$ cat src/rtl/divider_control_unit.sv
// Control FSM for the 8-bit non-restoring divider: load, SHIFT/OP iteration pairs,
// remainder correction and a one-cycle valid pulse. Optional macro: DIVCTRL_DIVZERO_EN.
module divider_control_unit #(
    parameter int unsigned ITERATIONS = 8,
    parameter int unsigned CNT_W      = 4
) (
    input  logic       clk,
    input  logic       reset,
    input  logic       start,
    input  logic [7:0] divisor,
    input  logic       sign_r,
    output logic       load,
    output logic       shift_en,
    output logic       add_en,
    output logic       sub_en,
    output logic       final_add,
    output logic       count_en,
    output logic       busy,
    output logic       valid,
    output logic       div_zero
);

    typedef enum logic [2:0] {IDLE, LOAD, SHIFT, OP, FIX, DONE} state_t;

    localparam logic [CNT_W-1:0] LAST = CNT_W'(ITERATIONS - 1);

    state_t           state;
    logic [CNT_W-1:0] cnt;
    logic             in_op;
    logic             in_fix;
    logic             divz;
    logic             divisor_zero;

`ifdef DIVCTRL_DIVZERO_EN
    assign divisor_zero = (divisor == '0);
`else
    logic divisor_unused;
    assign divisor_unused = ^divisor;
    assign divisor_zero   = 1'b0;
`endif

    // Flags are registered from the next state; only the sign-dependent
    // strobes below combine a registered phase flag with sign_r.
    always_ff @(posedge clk) begin
        if (reset) begin
            state    <= IDLE;
            cnt      <= '0;
            divz     <= 1'b0;
            load     <= 1'b0;
            shift_en <= 1'b0;
            count_en <= 1'b0;
            in_op    <= 1'b0;
            in_fix   <= 1'b0;
            busy     <= 1'b0;
            valid    <= 1'b0;
        end else begin
            load     <= 1'b0;
            shift_en <= 1'b0;
            count_en <= 1'b0;
            in_op    <= 1'b0;
            in_fix   <= 1'b0;
            valid    <= 1'b0;
            busy     <= 1'b1;
            case (state)
                IDLE: begin
                    if (start) begin
                        divz <= divisor_zero;
                        if (divisor_zero) begin
                            state <= DONE;
                            valid <= 1'b1;
                        end else begin
                            state <= LOAD;
                            load  <= 1'b1;
                        end
                    end else begin
                        busy <= 1'b0;
                    end
                end
                LOAD: begin
                    cnt      <= '0;
                    state    <= SHIFT;
                    shift_en <= 1'b1;
                end
                SHIFT: begin
                    state    <= OP;
                    in_op    <= 1'b1;
                    count_en <= 1'b1;
                end
                OP: begin
                    cnt <= cnt + CNT_W'(1);
                    if (cnt == LAST) begin
                        state  <= FIX;
                        in_fix <= 1'b1;
                    end else begin
                        state    <= SHIFT;
                        shift_en <= 1'b1;
                    end
                end
                FIX: begin
                    state <= DONE;
                    valid <= 1'b1;
                end
                DONE: begin
                    state <= IDLE;
                    busy  <= 1'b0;
                end
                default: begin
                    state <= IDLE;
                    busy  <= 1'b0;
                end
            endcase
        end
    end

    assign add_en    = in_op & sign_r;
    assign sub_en    = in_op & ~sign_r;
    assign final_add = in_fix & sign_r;
    assign div_zero  = valid & divz;

endmodule

$ cat config.mk
export PLATFORM = sky130hd
export DESIGN_NAME = divider_control_unit
export DESIGN_NICKNAME = d
export VERILOG_FILES = /design/src/rtl/divider_control_unit.sv
export SDC_FILE = /design/constraint.sdc
export NUM_CORES = 1
export LEC_CHECK = 0
export ABC_AREA = 1
export BUFFER_PORTS_ARGS = -buffer_cell sky130_fd_sc_hd__buf_2
export CAP_MARGIN = 20
export CORE_MARGIN = 5
export CORE_UTILIZATION = 33
export DETAILED_ROUTE_END_ITERATION = 12
export GPL_TIMING_DRIVEN = 0
export SYNTH_ARGS = -nofsm -noshare
export SYNTH_HDL_FRONTEND = slang
export SYNTH_SLANG_ARGS = --single-unit
$ cat constraint.sdc
create_clock -name clk -period 0.99 [get_ports clk]
set_clock_uncertainty 0.05 [all_clocks]
set_input_delay 0.0495 -clock clk [delete_from_list [all_inputs] [get_ports clk]]
set_output_delay 0.0495 -clock clk [all_outputs]
set_load 0.01 [all_outputs]
==> Yosys cells after proc, flatten, opt, wreduce, memory -nomap -nowiden <==
Index checks and enable logic that the tools add are counted.
{ "classes": {"n_addsub": 1, "eq_ne": 6, "mux": 11, "bitwise": 6, "n_reduce_logical": 5} }
{ "op_table": {"columns": ["operator", "n"], "rows": [
  ["$pmux 3 s5", 1],
  ["$pmux 4 s2", 1],
  ["$eq 3x2->1 const B", 2],
  ["$mux 3", 2],
  ["$mux 1", 5],
  ["$add 4x1->4 const B", 1],
  ["$eq 4x3->1 const B", 1],
  ["$pmux 1 s2", 2],
  ["$reduce_or 2->1", 2],
  ["$reduce_or 4->1", 1],
  ["$and 1x1->1", 3],
  ["$eq 3x1->1 const B", 1],
  ["$eq 3x3->1 const B", 1],
  ["$logic_not 3->1", 1],
  ["$not 1->1", 3],
  ["$ne 2x2->1 const B", 1],
  ["$reduce_bool 2->1", 1]
]} }
{ "word_totals": {"ff_bits": 13, "input_bits": 12, "out_inout_bits": 9, "word_cells": 37} }

==> Longest topological paths before layout <==
{ "logic_depth": {"ltp_word": 3, "depth_mapped": 6} }

==> Least setup slack after synthesis <==
OpenSTA, ideal clock, no wires.
{ "synth_path": {"kind": "reg2reg", "start": "register cnt[1]", "end": "register shift_en", "setup_time_ns": 0.118, "t_arrival_ns": 0.835, "required_time_ns": 0.822, "slack_ns": -0.014, "stages_incl_launch_ff": 7, "path_buffers": 0, "period_less_slack_ns": 1.004, "path_cell_list": "dfxtp_1 ha_1 nand2_1 nor2_1 inv_1 nand2_1 a21oi_1"} }
{ "synth_between": {"elab_chain_len": 3} }
{ "synth_rtl": {"columns": ["item", "line_no", "rtl"], "rows": [
  ["start, declared", "28", "logic [CNT_W-1:0] cnt;"],
  ["start signal, assigned", "90", "cnt <= cnt + CNT_W'(1);"],
  ["$eq 4x3->1", "91", "if (cnt == LAST) begin"],
  ["$mux 1", "91", null],
  ["$pmux 1 s2", "64", "case (state)"],
  ["end signal, assigned", "58", "shift_en <= 1'b0;"],
  ["end signal, assigned", "82", "shift_en <= 1'b1;"],
  ["end signal, assigned", "96", "shift_en <= 1'b1;"],
  ["end, declared", "13", "output logic shift_en,"]
]} }
No other way between the ends.
A chain may end at the register's enable or synchronous reset.

==> Final worst setup path <==
{ "layout_path": {"start": "register cnt[0]", "end": "register state[1]"} }
{ "layout_between": {"elab_chain_len": 3} }
{ "layout_rtl": {"columns": ["item", "line_no", "rtl"], "rows": [
  ["$eq 4x3->1", "91", null],
  ["$mux 3", "91", null],
  ["$pmux 3 s5", "64", null],
  ["end signal, assigned", "69", "state <= DONE;"],
  ["end signal, assigned", "92", "state <= FIX;"],
  ["end signal, assigned", "95", "state <= SHIFT;"],
  ["end, declared", "27", "state_t state;"]
]} }
No other way between the ends.

==> results.md <==
* Cts hold-fix bufs at 1
* Setup crit end kind: flop
* Reg clk slew, reported paths at 0.08 ns
* Full die area at approximately 0.0025 mm²
* Crit path max-delay family: flip-flops
* Fin. max-slew vios at 0
* Critical Path Stages at 6
* Post-Synth Simple-Gate Area at about 29%
* Post-synth top area share at ~48%
* Total Routed Length at around 1.1 mm
* Routed length on met3 at roughly 60 µm
* Syn Nets at 87
* Pre-CTS WS at -0.0621 ns
* CTS H-tree lvls at 1
* Drt first pass iters at 4
* FF+latch count, synth at 13
* Most used cell, CP: nor2_1
* Vias at approximately 500
* First-pass GRT wire length at 1.89 mm
* Syn-to-layout area delta at 36.7%
* Met2 wire len at between 500 and 600 µm
* Post-synth EDFFs at 0
* Detail Route Antenna Nets at 0
* Routed WL per cell at between 10 and 15 µm
* Worst IR Drop VDD at about 810 µV
* Global route total overflow at 0
* Setup TNS Final at -0.0328 ns
* Fillers at 145
* Worst setup margin at -0.0328 ns
* Port Buffers at 11
* Starting density of the core at ~35%
* Post-Synth XOR/XNOR Area at 0%
* Highest metal used: met4
* Hold Vio Cnt, Final at 4
* Fin cells at approximately 110
* CP Buf/Inv Count at 0
* Yosys warnings at 0
* Placed insts at 101
* Power, Total at 1.06 mW
* Worst path max stage delay at ~0.36 ns
* Leading post-synthesis cells by instance count: nand2_1, nor2_1, dfxtp_1
* Root buf cell: clkbuf_4
* CTS tree: done
* RSZ-0062 raised after global routing: true
* Met1 WL at 537 µm
* Clk_lat worst skew at about 0.27 ns
* Ports at 21
* HP Class: primary input to flop
* Share of cells above drive strength 1 at slightly above 40%
* Combinational Power Share at about 15%
* Tcrit/Tclk final at 103%
* Failing checks: negative hold slack, negative setup slack
* Synth area leader: dfxtp_1
* Crit path DAT at 1.13 ns
* Antenna Cells at 0
* Asr flop ratio synth at 0%
* Critical path required time at ~1.1 ns
* CTS sink cnt at 13
* Min Tclk post-route at a little over 1 ns
* Sequential area share after synthesis at roughly 48%
* Count leader, synth: nand2_1
* Post-detail-place hpwl at 819 µm
* Post-synthesis adder-cell area fraction at approximately 2.3%
* DR DRC count at 0
* CTS max path bufs at 2
* Synth Instances at 74
* Clock power frac at 30.4%
* Final Hold Slack at -0.0317 ns
* Synth Area in Compound Gates at 10.9%
* Largest net degree at the start of global routing at 8
* Slowest-stage cell, CP: dfxtp_2
* Outcome: complete, but fails checks
* CP Class: flop to flop
* NetSw at around 0.29 mW
* Crit-path cells: ha_4 -> nand2_4 -> nor2_4 -> nor2_1 -> nor2_1 -> nor2_1
* Row count at 14
* Top FF cell, synth: dfxtp_1
* Max-Cap Viols at 0
* P_leak at roughly 0.35 nW
* Avg Inst Size Synth at roughly 7.3 µm²
* Largest family of logic cells by synthesized area: simple AND/OR/NAND/NOR gates
* TritonCTS Buffers at 3
* Vert. Die Dim at 50.4 µm
* Peak Freq at 978 MHz
* Pwr dens at 1430 mW/mm²
* Placer Congestion at about 0.79
* Core area at between 0.0015 and 0.002 mm²
* Crit start category: flop
* Worst Reg-to-Reg Cells at 6
* Final #Nets at around 110
* Switch share at ~27%
* Final core utilization at about half
* Via density at approximately 4.6
* Final instance area at around 740 µm²
* Vias in the first global route at between 400 and 500
* Crit Path Max Fanout at 2
* Endpoints failing setup at 1
* Hold Path Depth at 2
* Initial antenna violation count at 0
* Largest cells by area after synthesis: dfxtp_1, nand2_1, nor2_1, inv_1, a21oi_1
* Gr usage total at 9.55%
* Mux contribution to synthesized area at 0%
* Flop pwr share at between 50% and 60%
* Placed inst area at around 630 µm²
* Syn Std Cell Area at 539 µm²
* P_int at between 0.7 and 0.8 mW
* Die width at 50.4 µm
* Unique cell type count in the Yosys netlist at 16
* Iter 0 DRT Violations at 9
## area by class of cell
| class | count | area, µm² | share of cell area (%) |
|---|---|---|---|
| multi-input cells | 49 | 284 | 38.5 |
| flip-flops and latches | 13 | 275 | 37.4 |
| repair buffers | 14 | 80.1 | 10.9 |
| inverters | 11 | 43.8 | 5.94 |
| clock buffers | 4 | 26.3 | 3.57 |
| well taps | 16 | 20.0 | 2.72 |
| plain buffers | 1 | 7.51 | 1.02 |
## sequential cells by signal, summed over array words and instances (netlist names)
signal	flops
busy	1
valid	1
state	3
shift_en	1
in_op	1
in_fix	1
cnt	4
load	1
## path summary, 6_finish.rpt
kind	startpoint	end	slack (ns)
min	reset	shift_en$_SDFF_PP0_	-0.03
max reg2reg	cnt[0]$_SDFFE_PP0P_	state[1]$_SDFFE_PP0P_	-0.03
min reg2reg	state[2]$_SDFFE_PP0P_	valid$_SDFF_PP0_	0.43
max	cnt[0]$_SDFFE_PP0P_	state[1]$_SDFFE_PP0P_	-0.03
## layout by cell type (no fill, tap or decap)
master	Yosys	routed
nor2_1	14	12
nand3_4	0	1
inv_4	0	1
nand3_1	4	4
nand2_1	16	14
o21bai_1	2	2
nor2_4	0	2
dfxtp_4	0	3
buf_4	1	3
inv_1	9	6
nand2_4	0	2
clkbuf_4	0	3
o21ai_2	1	1
o21ai_1	0	1
a21oi_1	4	3
ha_4	0	1
dlygate4sd3_1	0	1
nor2_2	1	1
nand2_2	1	1
dfxtp_1	13	7
clkbuf_1	0	1
a21oi_2	0	1
buf_2	0	11
o21ai_0	3	2
inv_2	2	4
conb_1	1	1
dfxtp_2	0	3
## power by group through the flow
stage | clock, mW | sequential [mW] | combinational [mW]
global placement | 0 | 0.581 | 0.129
global route | 0.368 | 0.587 | 0.173
finish | 0.322 | 0.580 | 0.155
CTS | 0.334 | 0.568 | 0.140
detailed placement | 0 | 0.582 | 0.131
floorplan | 0 | 0.588 | 0.0798
## cell families (layout without fill, tap and decap cells)
family,Yosys count,after routing
AOI/OAI and AO/OA,10,10
adders and majority gates,1,1
buffers and inverters,12,30
DFF,13,13
other,1,1
and+or+nand+nor,37,37
## repair_timing
action                                 in CTS  in global routing
pin swaps                                   3                  6
setup endpoints to repair                   6                 12
buffers inserted                            2                  0
endpoints found under the hold margin       6                  5
resized for setup                           4                 18
## metal layers
metal,vias to the layer above,GRT usage (%)
li1,262,-
met1,228,12.6
met2,10,14.0
met3,2,2.66
met4,0,5.11
met5,-,0
(Power assumes the default switching activity.)
